[src/rtl/z80_bus_ctrl_if.sv]
// Core-side bus of the Z80 memory/IO controller: strobes, address, data and wait.
// master = the Z80 core pins, slave = the bus controller.
interface z80_bus_ctrl_if;
    logic [15:0] addr_bus;
    logic [7:0]  data_wr;
    logic [7:0]  data_rd;
    logic        data_oe;
    logic        MREQ_L;
    logic        IORQ_L;
    logic        RD_L;
    logic        WR_L;
    logic        M1_L;
    logic        WAIT_L;

    modport master (
        output addr_bus, data_wr, MREQ_L, IORQ_L, RD_L, WR_L, M1_L,
        input  data_rd, data_oe, WAIT_L
    );

    modport slave (
        input  addr_bus, data_wr, MREQ_L, IORQ_L, RD_L, WR_L, M1_L,
        output data_rd, data_oe, WAIT_L
    );
endinterface

[src/rtl/z80_bus_ctrl.sv]
// Z80 bus controller: decodes core strobes into BRAM/IO accesses stretched with WAIT_L.
// Define Z80_BUS_CTRL_IO_EN to enable the IO handshake; otherwise IO reads return 8'hFF.
module z80_bus_ctrl #(
    parameter int          MEM_WAIT = 2,
    parameter logic [15:0] ROM_TOP  = 16'h0000,
    parameter int          IO_WAIT  = 2
) (
    input  logic                 clk,
    input  logic                 rst,
    z80_bus_ctrl_if.slave        bus,
    output logic [15:0]          mem_addr,
    output logic [7:0]           mem_wdata,
    output logic                 mem_re,
    output logic                 mem_we,
    input  logic [7:0]           mem_rdata,
    output logic [7:0]           io_port,
    output logic [7:0]           io_wdata,
    output logic                 io_rd,
    output logic                 io_wr,
    input  logic [7:0]           io_rdata
);

    if (MEM_WAIT < 2 || MEM_WAIT > 15) begin : g_mem_wait_bad
        $error("z80_bus_ctrl: MEM_WAIT must be 2..15");
    end
    if (IO_WAIT < 1 || IO_WAIT > 15) begin : g_io_wait_bad
        $error("z80_bus_ctrl: IO_WAIT must be 1..15");
    end

    localparam logic [3:0] MEM_WAIT_C = 4'(MEM_WAIT);
    localparam logic [3:0] IO_WAIT_C  = 4'(IO_WAIT);

    typedef enum logic [1:0] {IDLE, MACC, IACC, HOLD} state_t;

    state_t      state, state_d;
    logic [3:0]  cnt, cnt_d;
    logic        read_q, read_d;
    logic        wait_q, wait_d;
    logic        oe_q, oe_d;
    logic [7:0]  rd_data_q, rd_data_d;
    logic [15:0] mem_addr_d;
    logic [7:0]  mem_wdata_d, io_port_d, io_wdata_d;
    logic        mem_re_d, mem_we_d, io_rd_d, io_wr_d;
    logic        any_rw, released;

    assign any_rw   = !bus.RD_L || !bus.WR_L;
    assign released = bus.RD_L && bus.WR_L && bus.MREQ_L && bus.IORQ_L;

    always_ff @(posedge clk) begin
        if (rst) begin
            state     <= IDLE;
            cnt       <= 4'd0;
            read_q    <= 1'b0;
            wait_q    <= 1'b1;
            oe_q      <= 1'b0;
            rd_data_q <= 8'h00;
            mem_addr  <= 16'h0000;
            mem_wdata <= 8'h00;
            mem_re    <= 1'b0;
            mem_we    <= 1'b0;
            io_port   <= 8'h00;
            io_wdata  <= 8'h00;
            io_rd     <= 1'b0;
            io_wr     <= 1'b0;
        end else begin
            state     <= state_d;
            cnt       <= cnt_d;
            read_q    <= read_d;
            wait_q    <= wait_d;
            oe_q      <= oe_d;
            rd_data_q <= rd_data_d;
            mem_addr  <= mem_addr_d;
            mem_wdata <= mem_wdata_d;
            mem_re    <= mem_re_d;
            mem_we    <= mem_we_d;
            io_port   <= io_port_d;
            io_wdata  <= io_wdata_d;
            io_rd     <= io_rd_d;
            io_wr     <= io_wr_d;
        end
    end

    always_comb begin
        state_d     = state;
        cnt_d       = cnt;
        read_d      = read_q;
        wait_d      = wait_q;
        oe_d        = oe_q;
        rd_data_d   = rd_data_q;
        mem_addr_d  = mem_addr;
        mem_wdata_d = mem_wdata;
        io_port_d   = io_port;
        io_wdata_d  = io_wdata;
        mem_re_d    = 1'b0;
        mem_we_d    = 1'b0;
        io_rd_d     = 1'b0;
        io_wr_d     = 1'b0;

        unique case (state)
            IDLE: begin
                oe_d = 1'b0;
                if (!bus.MREQ_L && any_rw) begin
                    state_d     = MACC;
                    cnt_d       = 4'd1;
                    read_d      = !bus.RD_L;
                    wait_d      = 1'b0;
                    mem_addr_d  = bus.addr_bus;
                    mem_wdata_d = bus.data_wr;
                    mem_re_d    = !bus.RD_L;
                    // Writes below ROM_TOP still run the full wait sequence, just without mem_we.
                    mem_we_d    = bus.RD_L && !(bus.addr_bus < ROM_TOP);
                end else if (!bus.IORQ_L && !bus.M1_L) begin
                    state_d   = HOLD;
                    rd_data_d = 8'hFF;
                    oe_d      = 1'b1;
                end else if (!bus.IORQ_L && any_rw) begin
`ifdef Z80_BUS_CTRL_IO_EN
                    state_d    = IACC;
                    cnt_d      = 4'd1;
                    read_d     = !bus.RD_L;
                    wait_d     = 1'b0;
                    io_port_d  = bus.addr_bus[7:0];
                    io_wdata_d = bus.data_wr;
                    io_rd_d    = !bus.RD_L;
                    io_wr_d    = bus.RD_L;
`else
                    state_d = HOLD;
                    if (!bus.RD_L) begin
                        rd_data_d = 8'hFF;
                        oe_d      = 1'b1;
                    end
`endif
                end
            end
            MACC: begin
                if (read_q && cnt == 4'd2) begin
                    rd_data_d = mem_rdata;
                end
                if (cnt == MEM_WAIT_C) begin
                    state_d = HOLD;
                    wait_d  = 1'b1;
                    oe_d    = read_q;
                end else begin
                    cnt_d = cnt + 4'd1;
                end
            end
            IACC: begin
                if (read_q && cnt == 4'd1) begin
                    rd_data_d = io_rdata;
                end
                if (cnt == IO_WAIT_C) begin
                    state_d = HOLD;
                    wait_d  = 1'b1;
                    oe_d    = read_q;
                end else begin
                    cnt_d = cnt + 4'd1;
                end
            end
            HOLD: begin
                if (released) begin
                    state_d = IDLE;
                    oe_d    = 1'b0;
                end
            end
            default: begin
                state_d = IDLE;
            end
        endcase
    end

    assign bus.WAIT_L  = wait_q;
    assign bus.data_oe = oe_q;
    assign bus.data_rd = rd_data_q;

endmodule
[src/flat_wrapper.sv]
// flat-port wrapper written by rule: the top's interface ports become plain ports
module z80_bus_ctrl_flat 
#(
    parameter int          MEM_WAIT = 2,
    parameter logic [15:0] ROM_TOP  = 16'h0000,
    parameter int          IO_WAIT  = 2
)
  (clk, rst, mem_addr, mem_wdata, mem_re, mem_we, mem_rdata, io_port, io_wdata, io_rd, io_wr, io_rdata, bus_addr_bus, bus_data_wr, bus_MREQ_L, bus_IORQ_L, bus_RD_L, bus_WR_L, bus_M1_L, bus_data_rd, bus_data_oe, bus_WAIT_L);
  z80_bus_ctrl_if bus_i ();
  input  logic clk;
  input  logic rst;
  output logic [15:0] mem_addr;
  output logic [7:0] mem_wdata;
  output logic mem_re;
  output logic mem_we;
  input  logic [7:0] mem_rdata;
  output logic [7:0] io_port;
  output logic [7:0] io_wdata;
  output logic io_rd;
  output logic io_wr;
  input  logic [7:0] io_rdata;
  input wire logic [$bits(bus_i.addr_bus)-1:0] bus_addr_bus;
  input wire logic [$bits(bus_i.data_wr)-1:0] bus_data_wr;
  input wire logic [$bits(bus_i.MREQ_L)-1:0] bus_MREQ_L;
  input wire logic [$bits(bus_i.IORQ_L)-1:0] bus_IORQ_L;
  input wire logic [$bits(bus_i.RD_L)-1:0] bus_RD_L;
  input wire logic [$bits(bus_i.WR_L)-1:0] bus_WR_L;
  input wire logic [$bits(bus_i.M1_L)-1:0] bus_M1_L;
  output wire logic [$bits(bus_i.data_rd)-1:0] bus_data_rd;
  output wire logic [$bits(bus_i.data_oe)-1:0] bus_data_oe;
  output wire logic [$bits(bus_i.WAIT_L)-1:0] bus_WAIT_L;
  assign bus_i.addr_bus = bus_addr_bus;
  assign bus_i.data_wr = bus_data_wr;
  assign bus_i.MREQ_L = bus_MREQ_L;
  assign bus_i.IORQ_L = bus_IORQ_L;
  assign bus_i.RD_L = bus_RD_L;
  assign bus_i.WR_L = bus_WR_L;
  assign bus_i.M1_L = bus_M1_L;
  assign bus_data_rd = bus_i.data_rd;
  assign bus_data_oe = bus_i.data_oe;
  assign bus_WAIT_L = bus_i.WAIT_L;
  z80_bus_ctrl #(.MEM_WAIT(MEM_WAIT), .ROM_TOP(ROM_TOP), .IO_WAIT(IO_WAIT)) u_core (.clk(clk), .rst(rst), .bus(bus_i), .mem_addr(mem_addr), .mem_wdata(mem_wdata), .mem_re(mem_re), .mem_we(mem_we), .mem_rdata(mem_rdata), .io_port(io_port), .io_wdata(io_wdata), .io_rd(io_rd), .io_wr(io_wr), .io_rdata(io_rdata));
endmodule
[config.mk]
export PLATFORM = sky130hd
export DESIGN_NAME = z80_bus_ctrl_flat
export DESIGN_NICKNAME = d
export VERILOG_FILES = /design/src/rtl/z80_bus_ctrl_if.sv /design/src/rtl/z80_bus_ctrl.sv /design/src/flat_wrapper.sv
export SDC_FILE = /design/constraint.sdc
export NUM_CORES = 1
export LEC_CHECK = 0
export BUFFER_PORTS_ARGS = -buffer_cell sky130_fd_sc_hd__clkbuf_2
export CORE_MARGIN = 2
export CORE_UTILIZATION = 50
export DETAILED_ROUTE_END_ITERATION = 7
export PLACE_DENSITY_LB_ADDON = 0.08
export SYNTH_ARGS = -nofsm -noshare
export SYNTH_HDL_FRONTEND = slang
export SYNTH_SLANG_ARGS = --single-unit
[constraint.sdc]
create_clock -name clk -period 4.4 [get_ports clk]
set_clock_uncertainty 0.05 [all_clocks]
set_input_delay 0.88 -clock clk [delete_from_list [all_inputs] [get_ports clk]]
set_output_delay 0.88 -clock clk [all_outputs]
set_load 0.01 [all_outputs]
Word-level counts from Yosys, hierarchy flattened
Index checks and enable logic that the tools add are counted.

Bits in registers: 43. Input port bits: 47. Output and inout port bits: 54. Logic and storage cells: 82.

Add/sub/neg operators: 1. $lt $le $gt $ge: 1. Equal/unequal tests: 15. Muxes and demuxes: 26. Bitwise logic cells: 2. Reductions and logical operators: 27.

Operator list (number): two-way mux 8 bit (6); one-hot mux 8 bit (3 select lines) (1); less-than comparator 16 x 1 -> 1 bit, second input constant (1); two-way mux 2 bit (5); != test 2 x 1 -> 1 bit, second input constant (5); logical AND 1 bit (9); AND reduction 3 bit (3); two-way mux 1 bit (8); two-way mux 4 bit (2); one-hot mux 4 bit (2 select lines) (1); zero test 1 bit (6); one-hot mux 2 bit (3 select lines) (1); AND reduction 6 bit (1); adder 4 x 1 -> 4 bit, second input constant (1); equality test 2 bit, second input constant (2); equality test 4 x 1 -> 1 bit, second input constant (1); equality test 4 x 2 -> 1 bit, second input constant (1); != test 2 bit, second input constant (2); != test 4 x 1 -> 1 bit, second input constant (1); AND reduction 2 bit (2); != test 3 x 1 -> 1 bit, second input constant (1); != test 3 x 2 -> 1 bit, second input constant (1); one-hot mux 1 bit (3 select lines) (1); nonzero test 3 bit (1); 8 further kinds (9).

Logic depth before layout (Yosys ltp)
Depth after elaboration: 7. Gate-level depth with buffers: 7. Depth with buffers taken out: 6.

Worst setup path before layout
OpenSTA, ideal clock, no wires.

Path type: input to register. Start point: in bus_RD_L. End point: reg u_core.rd_data_q[0], in the netlist u_core.bus.data_rd[0]. Setup time: 121 ps. Arrival time: 2000 ps. Path slack: 2230 ps. Stages on the path: 5. Buffers on the path: 1. Path through: clkbuf_2 > a21oi_1 > nand2_1 > nand4_4 > mux2_2.

Cells in the longest elaborated chain, start to end: 5. Elaborated cells on any way between the ends: 8.

Ends and longest elaborated chain: start: declaration (RTL line flat_wrapper.sv:26) `input wire logic [$bits(bus_i.RD_L)-1:0] bus_RD_L;`; zero test 1 bit (RTL line z80_bus_ctrl.sv:46) `assign any_rw = !bus.RD_L || !bus.WR_L;`; logical OR 1 bit (RTL line z80_bus_ctrl.sv:46); logical AND 1 bit (on tied branches) (RTL line z80_bus_ctrl.sv:116, z80_bus_ctrl.sv:102); != test 3 x 1 -> 1 bit (no source line) or != test 2 bit (tied branches); AND reduction 6 bit (no source line) *; end signal: assignment (RTL line z80_bus_ctrl.sv:71) `rd_data_q <= rd_data_d;`; end: declaration (RTL line z80_bus_ctrl.sv:40) `logic [7:0] rd_data_q, rd_data_d;`.

Mark *: on every way between the ends. The rest lies on a longest branch, timed or not. A chain may end at the register's enable or synchronous reset.

Worst setup path in the final report
Start point: in bus_RD_L. End point: reg u_core.rd_data_q[6], in the netlist u_core.bus.data_rd[6].

The elaborated chain is that of the path after synthesis.

==> results.cfg <==
[sta]
final-hold-violation-count = 0
timing.final.crit_period_ps = 2590
final.period_utilization_pct = 58.8
rsz0062_at_grt = false
setup_total_negative_slack_ps = 0
tightest_slew_ps = 1080
clock.fmax_ghz = 0.387
timing.max_slew.rel_slack_pct = 27.9
finalSetupViolCount = 0
final-max-slew-violation-count = 0

[clocking]
cts_setup_buffers = 0
ctsHtreeMaxLevel = 2
tritoncts = yes
clk_pin_slew_worst_paths_ps = 90
numCtsBuffers = 5
clock_latency_ps = 290
cts-root-buf = sky130_fd_sc_hd__clkbuf_8
cts_max_path_buffers = 2
post_cts_hold_buffer_count = 0
postcts_resize_cnt = 0
clock_sinks = 43

[power]
power_per_cell_area_mw_per_mm2 = 538
power.static_leakage_uw = 0.00119
worst_case_vdd_ir_drop_mv = 0.291

[detailed_routing]
routed_wire_length_per_instance_microns = 11.8
drt_wl_total_mm = 4.43
detail_route.drc_violations = 0
via_count = 1835
detailedRoute.firstIterationViolations = 116
routed_via_density = 4.89
final_antenna_net_count = 0
drt_pass_1_iters = 4

[floorplanning]
die_area_sq_mm = 0.00479
fp.dieH_microns = 69.2
pin_count = 101
design.core.area_sq_mm = 0.00406
die_w_microns = 69.2
start_util_pct = 52.4
rows = 23

[run]
timing.max_cap.violations = 0

[place]
port-buffer-count = 82
dp_hpwl_mm = 3.15
place.gp.congestion = 0.765
place_inst = 367

[min_path]
tightest_hold_check_type = register to register

[synth]
syn_area_sq_mm = 0.00212
ys_warn_count = 0
synth_area_per_cell_sq_um = 8.43
synthCells = 252
synthDistinctLibCells = 39
sequential_share_of_the_synthesized_area_pct = 40.5
total_of_flip_flops_plus_latches_after_synthesis = 43

[global_route]
antenna_found_initial = 0
largest_net_degree_at_the_start_of_global_routing = 57
grt_overflow_total = 0
first_global_vias = 1811
grt_util_all_layers_pct = 19.3
grt_first_pass_wirelength_mm = 7.80

[critical_path]
cp_arrival_ps = 2730
critical_path_required_ps = 4540
crit_path_end_kind = register
critical_path_class = input port to register
critPathLaunchType = input port
worst-path-max-fanout = 27

[finish]
drive_gt1_share_pct = 33.2
final_cell_mix = sky130_fd_sc_hd__clkbuf_2 (82), sky130_fd_sc_hd__nand2_1 (54), sky130_fd_sc_hd__dfxtp_1 (43)
layoutNonFillerInstCount = 375
areaGrowthSynthToFinish_pct = 21.1
layout.filler_cells = 365
antennaDiodeCount = 0
final_net_count = 380
layout_commonest_cell = sky130_fd_sc_hd__clkbuf_2

[status]
outcome = finished, final reports clean
Yosys cell counts (all sizes together):
cell type / instances / share of area (%)
mux2: 10 / 5.3
a211oi: 3 / 1.1
and2b: 1 / 0.41
o21ai: 1 / 0.41
and4: 1 / 0.47
a22oi: 9 / 3.8
nand3: 2 / 0.47
a311oi: 1 / 0.41
clkbuf: 11 / 2.0
nand2: 54 / 9.5
dfxtp: 43 / 41
a21o: 2 / 0.71
nand3b: 1 / 0.35
and2: 1 / 0.29
inv: 5 / 0.88
conb: 1 / 0.18
a21oi: 37 / 8.9
a21boi: 2 / 0.88
buf: 23 / 7.4
nor2b: 8 / 2.4
nor3: 2 / 0.47
nor3b: 3 / 1.1
o22ai: 1 / 0.29
nand4: 4 / 1.9
a221oi: 1 / 0.41
mux2i: 1 / 0.47
o31ai: 2 / 0.71
ha: 9 / 5.3
nor2: 10 / 1.8
or3b: 1 / 0.53
or2b: 1 / 0.35
o211ai: 1 / 0.35
cells by family (layout without fill, tap and decap cells):
kind of cell    count (synthesis)  in the layout  synth area share [%]
compound gates                 60             60                  18.0
fa+ha+maj                       9              9                  5.30
buf+inv                        39             95                  10.3
flops                          43             43                  40.5
mux                            11             11                  5.77
other cells                     1             18                 0.177
simple gates                   89             89                  20.0
metrics by stage:
step                      area, sq um  power (uW)  hold slack [ps]  utilization, %  setup slack [ps]
final                            2570        1390              407            63.4              1810
after global routing             2570        1490              426            63.4              1640
after CTS                        2570        1400              410            63.4              1810
after detailed placement         2460        1090              398            60.7              1490
after global placement           2460        1090              391            60.7              1540
after floorplan                  2190         951              431               -              2230
sequential cells by signal, summed over array words and instances, names as in the netlist:
signal,cells
u_core.bus.WAIT_L,1
u_core.bus.data_oe,1
u_core.bus.data_rd,8
u_core.cnt,4
u_core.mem_addr,16
u_core.mem_re,1
u_core.mem_wdata,8
u_core.mem_we,1
u_core.read_q,1
u_core.state,2
layout make-up:
class	instances	area (sq um)	area share, %
multi-input cells	187	1110	43.1
flip-flops and latches	43	861	33.4
repair buffers	82	410	15.9
clock buffers	5	68.8	2.67
well taps	50	62.6	2.43
clock inverters	3	43.8	1.70
inverters	5	18.8	0.729
worst max-delay path, stage by stage:
cell	delay [ps]
sky130_fd_sc_hd__clkbuf_2	140
sky130_fd_sc_hd__a21oi_1	280
sky130_fd_sc_hd__nand2_1	620
sky130_fd_sc_hd__nand4_4	440
sky130_fd_sc_hd__mux2_2	360
power breakdown:
part / switching (uW) / internal, uW
logic: 314 / 251
registers: 47.4 / 466
clock network: 138 / 169
path summary, 6_finish.rpt:
| kind | slack, ps | depth (start not counted) | from | to |
|---|---|---|---|---|
| max | 1810 | 5 | bus_RD_L | u_core.bus.data_rd[6]$_SDFFE_PP0P_ |
| min reg2reg | 410 | 2 | u_core.mem_wdata[6]$_SDFFE_PP0P_ | u_core.mem_wdata[6]$_SDFFE_PP0P_ |
| min | 410 | 2 | u_core.mem_wdata[6]$_SDFFE_PP0P_ | u_core.mem_wdata[6]$_SDFFE_PP0P_ |
| max reg2reg | 2070 | 5 | u_core.state[0]$_SDFFE_PP0P_ | u_core.bus.data_rd[6]$_SDFFE_PP0P_ |
layer usage:
layer / track usage [%] / wire, microns / up-vias
met5: 0 / 0 / -
met3: 5.81 / 274 / 2
met4: 3.92 / 13 / 0
li1: - / - / 958
met2: 33.2 / 2140 / 56
met1: 24.0 / 2000 / 819
No activity file was read; power rests on OpenSTA's default activity.
